### src/rtl/mips_pkg.sv
// Shared MIPS controller constants: opcodes, datapath mux encodings and FSM state encoding.
package mips_pkg;

  localparam logic [5:0] OP_RTYPE = 6'h00;
  localparam logic [5:0] OP_J     = 6'h02;
  localparam logic [5:0] OP_BEQ   = 6'h04;
  localparam logic [5:0] OP_ADDI  = 6'h08;
  localparam logic [5:0] OP_ANDI  = 6'h0c;
  localparam logic [5:0] OP_ORI   = 6'h0d;
  localparam logic [5:0] OP_LH    = 6'h21;
  localparam logic [5:0] OP_LW    = 6'h23;
  localparam logic [5:0] OP_SH    = 6'h29;
  localparam logic [5:0] OP_SW    = 6'h2b;

  localparam logic [1:0] ALU_ADD   = 2'b00;
  localparam logic [1:0] ALU_SUB   = 2'b01;
  localparam logic [1:0] ALU_FUNCT = 2'b10;
  localparam logic [1:0] ALU_LOGIC = 2'b11;

  localparam logic [1:0] PC_ALU    = 2'b00;
  localparam logic [1:0] PC_ALUOUT = 2'b01;
  localparam logic [1:0] PC_JUMP   = 2'b10;

  localparam logic [1:0] SRCB_REGB    = 2'b00;
  localparam logic [1:0] SRCB_FOUR    = 2'b01;
  localparam logic [1:0] SRCB_IMM     = 2'b10;
  localparam logic [1:0] SRCB_IMM_SH2 = 2'b11;

  localparam logic [3:0] ST_IDLE     = 4'd0;
  localparam logic [3:0] ST_FETCH    = 4'd1;
  localparam logic [3:0] ST_DECODE   = 4'd2;
  localparam logic [3:0] ST_R_EXEC   = 4'd3;
  localparam logic [3:0] ST_R_WB     = 4'd4;
  localparam logic [3:0] ST_I_EXEC   = 4'd5;
  localparam logic [3:0] ST_I_WB     = 4'd6;
  localparam logic [3:0] ST_MEM_ADDR = 4'd7;
  localparam logic [3:0] ST_MEM_RD   = 4'd8;
  localparam logic [3:0] ST_MEM_WR   = 4'd9;
  localparam logic [3:0] ST_MEM_WB   = 4'd10;
  localparam logic [3:0] ST_BRANCH   = 4'd11;
  localparam logic [3:0] ST_JUMP     = 4'd12;

  typedef enum logic [3:0] {
    S_IDLE     = ST_IDLE,
    S_FETCH    = ST_FETCH,
    S_DECODE   = ST_DECODE,
    S_R_EXEC   = ST_R_EXEC,
    S_R_WB     = ST_R_WB,
    S_I_EXEC   = ST_I_EXEC,
    S_I_WB     = ST_I_WB,
    S_MEM_ADDR = ST_MEM_ADDR,
    S_MEM_RD   = ST_MEM_RD,
    S_MEM_WR   = ST_MEM_WR,
    S_MEM_WB   = ST_MEM_WB,
    S_BRANCH   = ST_BRANCH,
    S_JUMP     = ST_JUMP
  } state_e;

  // States that hold a memory access open and therefore count wait cycles.
  function automatic logic is_mem_state(state_e s);
    return (s == S_FETCH) || (s == S_MEM_RD) || (s == S_MEM_WR);
  endfunction

endpackage

### src/rtl/multicycle_control_if.sv
// Controller <-> datapath/memory bundle: IR opcode, ALU flag, memory handshake and control lines.
interface multicycle_control_if #(parameter int OPCODE_W = 6);
  logic [OPCODE_W-1:0] Opcode;
  logic                Zero;
  logic                mem_ready;
  logic                mem_req;
  logic                MemRead;
  logic                MemWrite;
  logic                mem_half;
  logic                IorD;
  logic                IRWrite;
  logic                PCWrite;
  logic                PCWriteCond;
  logic [1:0]          PCSource;
  logic                ALUSrcA;
  logic [1:0]          ALUSrcB;
  logic [1:0]          ALUOp;
  logic                RegDst;
  logic                MemtoReg;
  logic                RegWrite;
  logic                illegal_op;
  logic                bus_err;

  modport master (
    input  Opcode, Zero, mem_ready,
    output mem_req, MemRead, MemWrite, mem_half, IorD, IRWrite, PCWrite, PCWriteCond,
           PCSource, ALUSrcA, ALUSrcB, ALUOp, RegDst, MemtoReg, RegWrite, illegal_op, bus_err
  );

  modport slave (
    output Opcode, Zero, mem_ready,
    input  mem_req, MemRead, MemWrite, mem_half, IorD, IRWrite, PCWrite, PCWriteCond,
           PCSource, ALUSrcA, ALUSrcB, ALUOp, RegDst, MemtoReg, RegWrite, illegal_op, bus_err
  );
endinterface

### src/rtl/multicycle_control.sv
// Multi-cycle MIPS main controller: Moore FSM sequencing FETCH..WRITEBACK with memory stall,
// bus timeout and illegal-opcode detection.
module multicycle_control
  import mips_pkg::*;
#(
  parameter int OPCODE_W    = 6,
  parameter int TIMEOUT_W   = 8,
  parameter int MEM_TIMEOUT = 255
) (
  input logic                  clk,
  input logic                  rst_n,
  multicycle_control_if.master bus
);

  state_e               state_q, state_d;
  logic [TIMEOUT_W-1:0] wait_cnt_q, wait_cnt_d;
  logic                 illegal_op_q, illegal_op_d;
  logic                 bus_err_q, bus_err_d;

  logic [OPCODE_W-1:0]  op;
  logic                 is_half;
  logic                 is_load;
  logic                 waiting;
  logic                 timeout;

  assign op      = bus.Opcode;
  assign is_half = (op == OPCODE_W'(OP_LH)) || (op == OPCODE_W'(OP_SH));
  assign is_load = (op == OPCODE_W'(OP_LW)) || (op == OPCODE_W'(OP_LH));
  assign waiting = is_mem_state(state_q) && !bus.mem_ready;
  // mem_ready on the final allowed cycle is a normal completion, so it masks the timeout.
  assign timeout = waiting && (wait_cnt_q == TIMEOUT_W'(MEM_TIMEOUT - 1));

  always_comb begin
    state_d      = state_q;
    wait_cnt_d   = '0;
    illegal_op_d = illegal_op_q;
    bus_err_d    = bus_err_q;
    if (waiting) wait_cnt_d = wait_cnt_q + 1'b1;
    if (timeout) begin
      bus_err_d  = 1'b1;
      wait_cnt_d = '0;
      state_d    = S_FETCH;
    end else begin
      case (state_q)
        S_IDLE:     state_d = S_FETCH;
        S_FETCH:    if (bus.mem_ready) state_d = S_DECODE;
        S_DECODE: begin
          case (op)
            OPCODE_W'(OP_RTYPE):                    state_d = S_R_EXEC;
            OPCODE_W'(OP_ADDI), OPCODE_W'(OP_ANDI),
            OPCODE_W'(OP_ORI):                      state_d = S_I_EXEC;
            OPCODE_W'(OP_LW), OPCODE_W'(OP_LH),
            OPCODE_W'(OP_SW), OPCODE_W'(OP_SH):     state_d = S_MEM_ADDR;
            OPCODE_W'(OP_BEQ):                      state_d = S_BRANCH;
            OPCODE_W'(OP_J):                        state_d = S_JUMP;
            default: begin
              illegal_op_d = 1'b1;
              state_d      = S_FETCH;
            end
          endcase
        end
        S_R_EXEC:   state_d = S_R_WB;
        S_I_EXEC:   state_d = S_I_WB;
        S_MEM_ADDR: state_d = is_load ? S_MEM_RD : S_MEM_WR;
        S_MEM_RD:   if (bus.mem_ready) state_d = S_MEM_WB;
        S_MEM_WR:   if (bus.mem_ready) state_d = S_FETCH;
        S_R_WB, S_I_WB, S_MEM_WB,
        S_BRANCH, S_JUMP:             state_d = S_FETCH;
        default:    state_d = S_IDLE;
      endcase
    end
  end

  always_ff @(posedge clk or negedge rst_n) begin
    if (!rst_n) begin
      state_q      <= S_IDLE;
      wait_cnt_q   <= '0;
      illegal_op_q <= 1'b0;
      bus_err_q    <= 1'b0;
    end else begin
      state_q      <= state_d;
      wait_cnt_q   <= wait_cnt_d;
      illegal_op_q <= illegal_op_d;
      bus_err_q    <= bus_err_d;
    end
  end

  assign bus.illegal_op = illegal_op_q;
  assign bus.bus_err    = bus_err_q;

  // Moore decode; only the FETCH IR/PC loads look at mem_ready.
  always_comb begin
    bus.mem_req     = 1'b0;
    bus.MemRead     = 1'b0;
    bus.MemWrite    = 1'b0;
    bus.mem_half    = 1'b0;
    bus.IorD        = 1'b0;
    bus.IRWrite     = 1'b0;
    bus.PCWrite     = 1'b0;
    bus.PCWriteCond = 1'b0;
    bus.PCSource    = PC_ALU;
    bus.ALUSrcA     = 1'b0;
    bus.ALUSrcB     = SRCB_REGB;
    bus.ALUOp       = ALU_ADD;
    bus.RegDst      = 1'b0;
    bus.MemtoReg    = 1'b0;
    bus.RegWrite    = 1'b0;
    case (state_q)
      S_FETCH: begin
        bus.mem_req = 1'b1;
        bus.MemRead = 1'b1;
        bus.ALUSrcB = SRCB_FOUR;
        bus.IRWrite = bus.mem_ready;
        bus.PCWrite = bus.mem_ready;
      end
      S_DECODE:   bus.ALUSrcB = SRCB_IMM_SH2;
      S_R_EXEC: begin
        bus.ALUSrcA = 1'b1;
        bus.ALUOp   = ALU_FUNCT;
      end
      S_R_WB: begin
        bus.RegDst   = 1'b1;
        bus.RegWrite = 1'b1;
      end
      S_I_EXEC: begin
        bus.ALUSrcA = 1'b1;
        bus.ALUSrcB = SRCB_IMM;
        bus.ALUOp   = (op == OPCODE_W'(OP_ADDI)) ? ALU_ADD : ALU_LOGIC;
      end
      S_I_WB:     bus.RegWrite = 1'b1;
      S_MEM_ADDR: begin
        bus.ALUSrcA  = 1'b1;
        bus.ALUSrcB  = SRCB_IMM;
        bus.mem_half = is_half;
      end
      S_MEM_RD: begin
        bus.mem_req  = 1'b1;
        bus.MemRead  = 1'b1;
        bus.IorD     = 1'b1;
        bus.mem_half = is_half;
      end
      S_MEM_WR: begin
        bus.mem_req  = 1'b1;
        bus.MemWrite = 1'b1;
        bus.IorD     = 1'b1;
        bus.mem_half = is_half;
      end
      S_MEM_WB: begin
        bus.MemtoReg = 1'b1;
        bus.RegWrite = 1'b1;
        bus.mem_half = is_half;
      end
      S_BRANCH: begin
        bus.ALUSrcA     = 1'b1;
        bus.ALUOp       = ALU_SUB;
        bus.PCWriteCond = 1'b1;
        bus.PCSource    = PC_ALUOUT;
      end
      S_JUMP: begin
        bus.PCWrite  = 1'b1;
        bus.PCSource = PC_JUMP;
      end
      default: ;
    endcase
  end

endmodule
### src/flat_wrapper.sv
// flat-port wrapper written by rule: the top's interface ports become plain ports
module multicycle_control_flat import mips_pkg::*;
#(
  parameter int OPCODE_W    = 6,
  parameter int TIMEOUT_W   = 8,
  parameter int MEM_TIMEOUT = 255
)
  (clk, rst_n, bus_Opcode, bus_Zero, bus_mem_ready, bus_mem_req, bus_MemRead, bus_MemWrite, bus_mem_half, bus_IorD, bus_IRWrite, bus_PCWrite, bus_PCWriteCond, bus_PCSource, bus_ALUSrcA, bus_ALUSrcB, bus_ALUOp, bus_RegDst, bus_MemtoReg, bus_RegWrite, bus_illegal_op, bus_bus_err);
  multicycle_control_if #(.OPCODE_W(OPCODE_W)) bus_i ();
  input logic clk;
  input logic rst_n;
  input wire logic [$bits(bus_i.Opcode)-1:0] bus_Opcode;
  input wire logic [$bits(bus_i.Zero)-1:0] bus_Zero;
  input wire logic [$bits(bus_i.mem_ready)-1:0] bus_mem_ready;
  output wire logic [$bits(bus_i.mem_req)-1:0] bus_mem_req;
  output wire logic [$bits(bus_i.MemRead)-1:0] bus_MemRead;
  output wire logic [$bits(bus_i.MemWrite)-1:0] bus_MemWrite;
  output wire logic [$bits(bus_i.mem_half)-1:0] bus_mem_half;
  output wire logic [$bits(bus_i.IorD)-1:0] bus_IorD;
  output wire logic [$bits(bus_i.IRWrite)-1:0] bus_IRWrite;
  output wire logic [$bits(bus_i.PCWrite)-1:0] bus_PCWrite;
  output wire logic [$bits(bus_i.PCWriteCond)-1:0] bus_PCWriteCond;
  output wire logic [$bits(bus_i.PCSource)-1:0] bus_PCSource;
  output wire logic [$bits(bus_i.ALUSrcA)-1:0] bus_ALUSrcA;
  output wire logic [$bits(bus_i.ALUSrcB)-1:0] bus_ALUSrcB;
  output wire logic [$bits(bus_i.ALUOp)-1:0] bus_ALUOp;
  output wire logic [$bits(bus_i.RegDst)-1:0] bus_RegDst;
  output wire logic [$bits(bus_i.MemtoReg)-1:0] bus_MemtoReg;
  output wire logic [$bits(bus_i.RegWrite)-1:0] bus_RegWrite;
  output wire logic [$bits(bus_i.illegal_op)-1:0] bus_illegal_op;
  output wire logic [$bits(bus_i.bus_err)-1:0] bus_bus_err;
  assign bus_i.Opcode = bus_Opcode;
  assign bus_i.Zero = bus_Zero;
  assign bus_i.mem_ready = bus_mem_ready;
  assign bus_mem_req = bus_i.mem_req;
  assign bus_MemRead = bus_i.MemRead;
  assign bus_MemWrite = bus_i.MemWrite;
  assign bus_mem_half = bus_i.mem_half;
  assign bus_IorD = bus_i.IorD;
  assign bus_IRWrite = bus_i.IRWrite;
  assign bus_PCWrite = bus_i.PCWrite;
  assign bus_PCWriteCond = bus_i.PCWriteCond;
  assign bus_PCSource = bus_i.PCSource;
  assign bus_ALUSrcA = bus_i.ALUSrcA;
  assign bus_ALUSrcB = bus_i.ALUSrcB;
  assign bus_ALUOp = bus_i.ALUOp;
  assign bus_RegDst = bus_i.RegDst;
  assign bus_MemtoReg = bus_i.MemtoReg;
  assign bus_RegWrite = bus_i.RegWrite;
  assign bus_illegal_op = bus_i.illegal_op;
  assign bus_bus_err = bus_i.bus_err;
  multicycle_control #(.OPCODE_W(OPCODE_W), .TIMEOUT_W(TIMEOUT_W), .MEM_TIMEOUT(MEM_TIMEOUT)) u_core (.clk(clk), .rst_n(rst_n), .bus(bus_i));
endmodule
### config.mk
export PLATFORM = sky130hd
export DESIGN_NAME = multicycle_control_flat
export DESIGN_NICKNAME = d
export VERILOG_FILES = /design/src/rtl/mips_pkg.sv /design/src/rtl/multicycle_control_if.sv /design/src/rtl/multicycle_control.sv /design/src/flat_wrapper.sv
export SDC_FILE = /design/constraint.sdc
export NUM_CORES = 1
export LEC_CHECK = 0
export BUFFER_PORTS_ARGS = -buffer_cell sky130_fd_sc_hd__buf_2
export CORE_MARGIN = 8
export CORE_UTILIZATION = 51
export CTS_CLUSTER_DIAMETER = 200
export CTS_CLUSTER_SIZE = 12
export DETAILED_ROUTE_END_ITERATION = 10
export GPL_TIMING_DRIVEN = 0
export PLACE_DENSITY = 0.78
export SYNTH_ARGS = -nofsm -noshare
export SYNTH_HDL_FRONTEND = slang
export SYNTH_SLANG_ARGS = --single-unit
### constraint.sdc
create_clock -name clk -period 1.5 [get_ports clk]
set_input_delay 0.075 -clock clk [delete_from_list [all_inputs] [get_ports clk]]
set_output_delay 0.075 -clock clk [all_outputs]
set_load 0.01 [all_outputs]
After elaboration in Yosys (flattened, before gate mapping):

Cells that the tools add are included.

* word-level logic and storage cells: 79
* flip-flop bits (word level): 14

* reductions and logical operators: 22
* eq/ne operators: 25
* add/subtract/negate cells: 1
* mux-type cells: 25
* bitwise gates (word level): 2

Operators with widths (count)
* 4-bit case mux with 8 select lines: 1
* 6-bit == test (second input constant): 4
* 4-bit == test (second input constant): 5
* 4-bit case mux with 5 select lines: 1
* 6-bit by 4-bit == test with 1-bit output (second input constant): 3
* 4-bit by 3-bit == test with 1-bit output (second input constant): 4
* 4-bit 2-to-1 mux: 4
* 8-bit 2-to-1 mux: 2
* 1-bit 2-to-1 mux: 12
* 2-bit case mux with 3 select lines: 2
* 4-bit OR reduction: 3
* 10-bit OR reduction: 1
* 3-bit by 2-bit != test with 1-bit output (second input constant): 3
* 3-bit OR reduction: 3
* 8-bit by 1-bit adder with 8-bit output (second input constant): 1
* 4-bit by 2-bit == test with 1-bit output (second input constant): 2
* 8-bit == test (second input constant): 1
* 6-bit by 2-bit == test with 1-bit output (second input constant): 1
* 6-bit by 3-bit == test with 1-bit output (second input constant): 1
* 6-bit zero test: 1
* 3-bit AND reduction: 2
* 2-bit OR reduction: 3
* 6-bit OR reduction: 1
* 4-bit by 1-bit == test with 1-bit output (second input constant): 1
* other kinds (8): 13

Longest topological paths before layout:

* depth after elaboration: 7
* mapped depth: 5
* depth with buffers taken out: 5

Worst setup path after synthesis:

No wires, ideal clock.

* kind: reg2reg
* start: register u_core.state_q[2]
* end: register u_core.state_q[0]
* buffers on the path: 1
* setup slack: 0.091 ns
* stages on the path, launching flop included: 5
* clock period less this slack: 1.409 ns
* data arrival time: 1.272 ns
* path through: dfrtp_1 buf_4 or4_1 o21ai_2 o211ai_1

* longest elaborated chain between the ends: 7
* elaborated cells between the ends (all ways): 24
* classes of those cells: eq/ne (15); mux (2); reduce/logical (7)

Ends and longest elaborated chain
* start, declared: line multicycle_control.sv:15 `state_e state_q, state_d;`
* start signal, assigned: line multicycle_control.sv:81 `state_q <= state_d;`
* 4-bit by 1-bit == test with 1-bit output / 4-bit == test (equally long branches): line mips_pkg.sv:61, multicycle_control.sv:44
* 1-bit logical OR (2 in series): line mips_pkg.sv:61 `return (s == S_FETCH) || (s == S_MEM_RD) || (s == S_MEM_WR);`
* 1-bit logical AND: line multicycle_control.sv:29 `assign waiting = is_mem_state(state_q) && !bus.mem_ready;`
* 1-bit logical AND: line multicycle_control.sv:31 `assign timeout = waiting && (wait_cnt_q == TIMEOUT_W'(MEM_TIMEOUT - 1));`
* 3-bit by 2-bit != test with 1-bit output (no line)
* 3-bit AND reduction (no line)

Several ways; a longest one is shown, not always the timed one.
A chain may end at the register's enable or synchronous reset.

Final worst setup path:

* start: register u_core.state_q[2]
* end: output bus_mem_half

* longest elaborated chain between the ends: 3
* elaborated cells between the ends (all ways): 6
* classes of those cells: eq/ne (4); mux (1); reduce/logical (1)

Ends and longest elaborated chain
* 4-bit by 3-bit == test with 1-bit output / 4-bit == test (equally long branches): line multicycle_control.sv:108 `case (state_q)`
* 4-bit OR reduction (no line) *
* 1-bit 2-to-1 mux *: line multicycle_control.sv:108
* end, declared: line flat_wrapper.sv:18 `output wire logic [$bits(bus_i.mem_half)-1:0] bus_mem_half;`

Every way passes the cells marked *; elsewhere a longest branch is shown, timed or not.

==> impl_metrics.json <==
{
  "pin_count": 30,
  "cp_top_family": "simple AND/OR/NAND/NOR gates",
  "cp_max_fo": 5,
  "slew_headroom_pct": 53.82,
  "synth_edf_count": 0,
  "worstPathArrival_ps": 1550,
  "synth_ff_type": "dfrtp_1",
  "synth_area_per_cell_um2": 8.191,
  "cts_root_buf": "clkbuf_4",
  "max_clock_freq_mhz": 615.7,
  "drc": 0,
  "synth-seq-cells": 14,
  "cts_sinks": 14,
  "fin_ws_ps": -124.2,
  "yosysSeqAreaShare_pct": 32.90,
  "async_reset_ff_share_pct": 100.0,
  "maxCapViolCount": 0,
  "vdd_drop_max_mv": 1.067,
  "period_share_pct": 108.3,
  "leakage_nw": 0.7437,
  "htreeDepth": 1,
  "crit_type": "reg2out",
  "cts_made_buffers": 3,
  "core-area_um2": 1962,
  "cts.reportedPaths.clkPinSlew_ps": 70,
  "hold_class": "in2reg",
  "gp_congestion": 0.9103,
  "fin_nets": 194,
  "die_h_um": 61.69,
  "critPathRequiredTime_ps": 1420,
  "grt_pass1_vias": 994,
  "ant_nets": 0,
  "synth_nets": 142,
  "period_needed_ps": 1624,
  "violations": "setup timing",
  "p_per_area_nw_per_um2": 1704,
  "dp_slack_ps": 7.659,
  "drt-wirelength-per-cell_um": 17.40,
  "routed_wirelength_mm": 3.602,
  "antenna_found_initial": 0,
  "dr.pass1.iters": 4,
  "avgViaCountPerCell": 5.845,
  "globalRouteOverflowTotal": 0,
  "cp_num_buf_inv": 2,
  "post-dp-hpwl_mm": 2.033,
  "syn_inst": 130,
  "clkLatencyLatePin_ps": 270,
  "cts_tree": "built",
  "clockBufferDepth": 2,
  "placement.io_buffers": 28,
  "cp_slowest_stage_delay_ps": 420,
  "hold_viol_final": 0,
  "grt_start_max_net_pins": 15,
  "cp-start-kind": "register",
  "syn-cell-area_um2": 1065,
  "crit_chain": "buf_6, and2b_4, a21oi_2, nor3_1, buf_2",
  "fin_skew_ps": 6.675,
  "endpoint_kind": "primary output",
  "die-area_um2": 3806,
  "status": "finished, violations left",
  "fp.dieW_um": 61.69,
  "finalSetupTns_ps": -516.8,
  "cpMaxStageDelayCell": "dfrtp_1",
  "drive_gt1_share_pct": 47.22,
  "tightest_slew_ps": 686.4,
  "rsz0062_at_grt": "yes",
  "grt_usage_pct": 15.46,
  "synth-warning-count": 0,
  "vias": 1210,
  "area_delta_synth_final_pct": 49.82,
  "rows": 16,
  "setup_viol": 8,
  "antenna_cells": 0,
  "start_util_pct": 54.27,
  "ys_types": 46,
  "fillers": 121,
  "drv_slew": 0,
  "grt_pass1_wl_mm": 4.471,
  "drt_iter0_drc": 51
}
## worst paths after layout
kind	start	to	slack [ps]	depth (start not counted)
min	bus_mem_ready	u_core.state_q[3]$_DFFE_PN0P_	180	4
max	u_core.state_q[2]$_DFFE_PN0P_	bus_mem_half	-120	5
min reg2reg	u_core.bus.illegal_op$_DFFE_PN0P_	u_core.bus.illegal_op$_DFFE_PN0P_	460	2
max in group asynchronous	rst_n	u_core.wait_cnt_q[3]$_DFF_PN0_	1050	2
min in group asynchronous	rst_n	u_core.wait_cnt_q[7]$_DFF_PN0_	220	2
max reg2reg	u_core.state_q[1]$_DFFE_PN0P_	u_core.state_q[0]$_DFFE_PN0P_	-20	5
## per-stage QoR
step	area [um2]	hold slack, ps	total power, mW	util [%]	instances
after floorplan	1065	-220.6	1.366	-	130
after global placement	1239	-24.29	1.727	63.14	185
after detailed placement	1239	-20.39	1.748	63.14	185
after CTS	1436	139.3	2.312	73.21	199
after global routing	1595	192.2	2.874	81.31	207
final	1595	179.6	2.719	81.31	207
## placed cells by master, fill, tap and decap left out, types with 2 or more instances in the layout
cell	count
buf_2	27
nor2_1	19
buf_4	16
dfrtp_1	14
buf_6	7
nor3_1	6
nand3_1	6
a21oi_1	6
nand2_2	5
inv_1	5
xor2_1	5
nand2b_4	3
nor2_4	3
nor2b_1	3
nor2_2	3
xnor2_1	3
clkbuf_4	3
clkbuf_16	2
nand2_1	2
a211oi_2	2
a21oi_2	2
o21ai_1	2
nand3b_1	2
o41ai_1	2
or4_4	2
o21ai_2	2
ha_1	2
## power breakdown
part / internal [mW] / switching (mW)
sequential: 0.439 / 0.0701
clock: 0.0930 / 0.104
combinational: 0.935 / 1.08
total: 1.47 / 1.25
## registers in the layout, summed over array words and instances, names as in the netlist
name and cells:
u_core.wait_cnt_q 8, u_core.state_q 4, u_core.bus.bus_err 1, u_core.bus.illegal_op 1
## layer usage
layer	GRT usage, %	vias up	routed length, um
li1	-	563	-
met2	26.74	49	1838
met1	18.28	587	1475
met3	4.321	11	204
met4	3.896	0	83
met5	0	-	0
## worst reg2reg max path: stages, from the launching register on
cell       delay, ps
dfrtp_1          390
buf_6            140
nand2b_1         290
a2111oi_2        110
a311oi_2         320
o211ai_1         140
## synthesized netlist by cell type (all sizes together) (2+ instances only)
cell type	count	area share, %
dfrtp	14	33
nand2b	5	2.9
nand3	6	2.8
o41ai	2	1.6
ha	2	2.3
nor3	6	2.8
o21ai	4	2.6
xor2	5	4.1
nand4	2	1.8
inv	5	1.8
buf	5	3.9
nand3b	2	1.4
nor2	25	9.0
a211oi	2	1.4
nor2b	3	1.8
clkbuf	2	0.71
nand2	7	2.9
nor4	2	1.8
or4	2	1.8
a21oi	9	4.2
xnor2	3	2.5
## timing repair
| action | 4_1_cts | 5_1_grt |
|---|---|---|
| setup buffers | 9 | 7 |
| hold endpoints to repair | 14 | 0 |
| resized for setup | 21 | 23 |
| pin swaps | 3 | 6 |
| hold buffers | 1 | 0 |
| gates cloned | 1 | 2 |
| endpoints found under the setup margin | 14 | 25 |
## final cells by class
class	count	area (um2)	area share, %
plain buffers	7	96.34	6.039
inverters	5	18.77	1.176
multi-input cells	104	760.7	47.69
well taps	27	33.78	2.118
repair buffers	47	312.8	19.61
clock buffers	3	22.52	1.412
flip-flops and latches	14	350.3	21.96
## logic make-up after synthesis
kind of cell | Yosys count | synth area share [%]
and+or+nand+nor | 67 | 34.43
AOI/OAI and AO/OA | 27 | 17.39
DFF | 14 | 32.90
buffers and inverters | 12 | 6.346
xor gates and xnor gates | 8 | 6.581
adders and majority gates | 2 | 2.350
No activity file was read; power rests on OpenSTA's default activity.
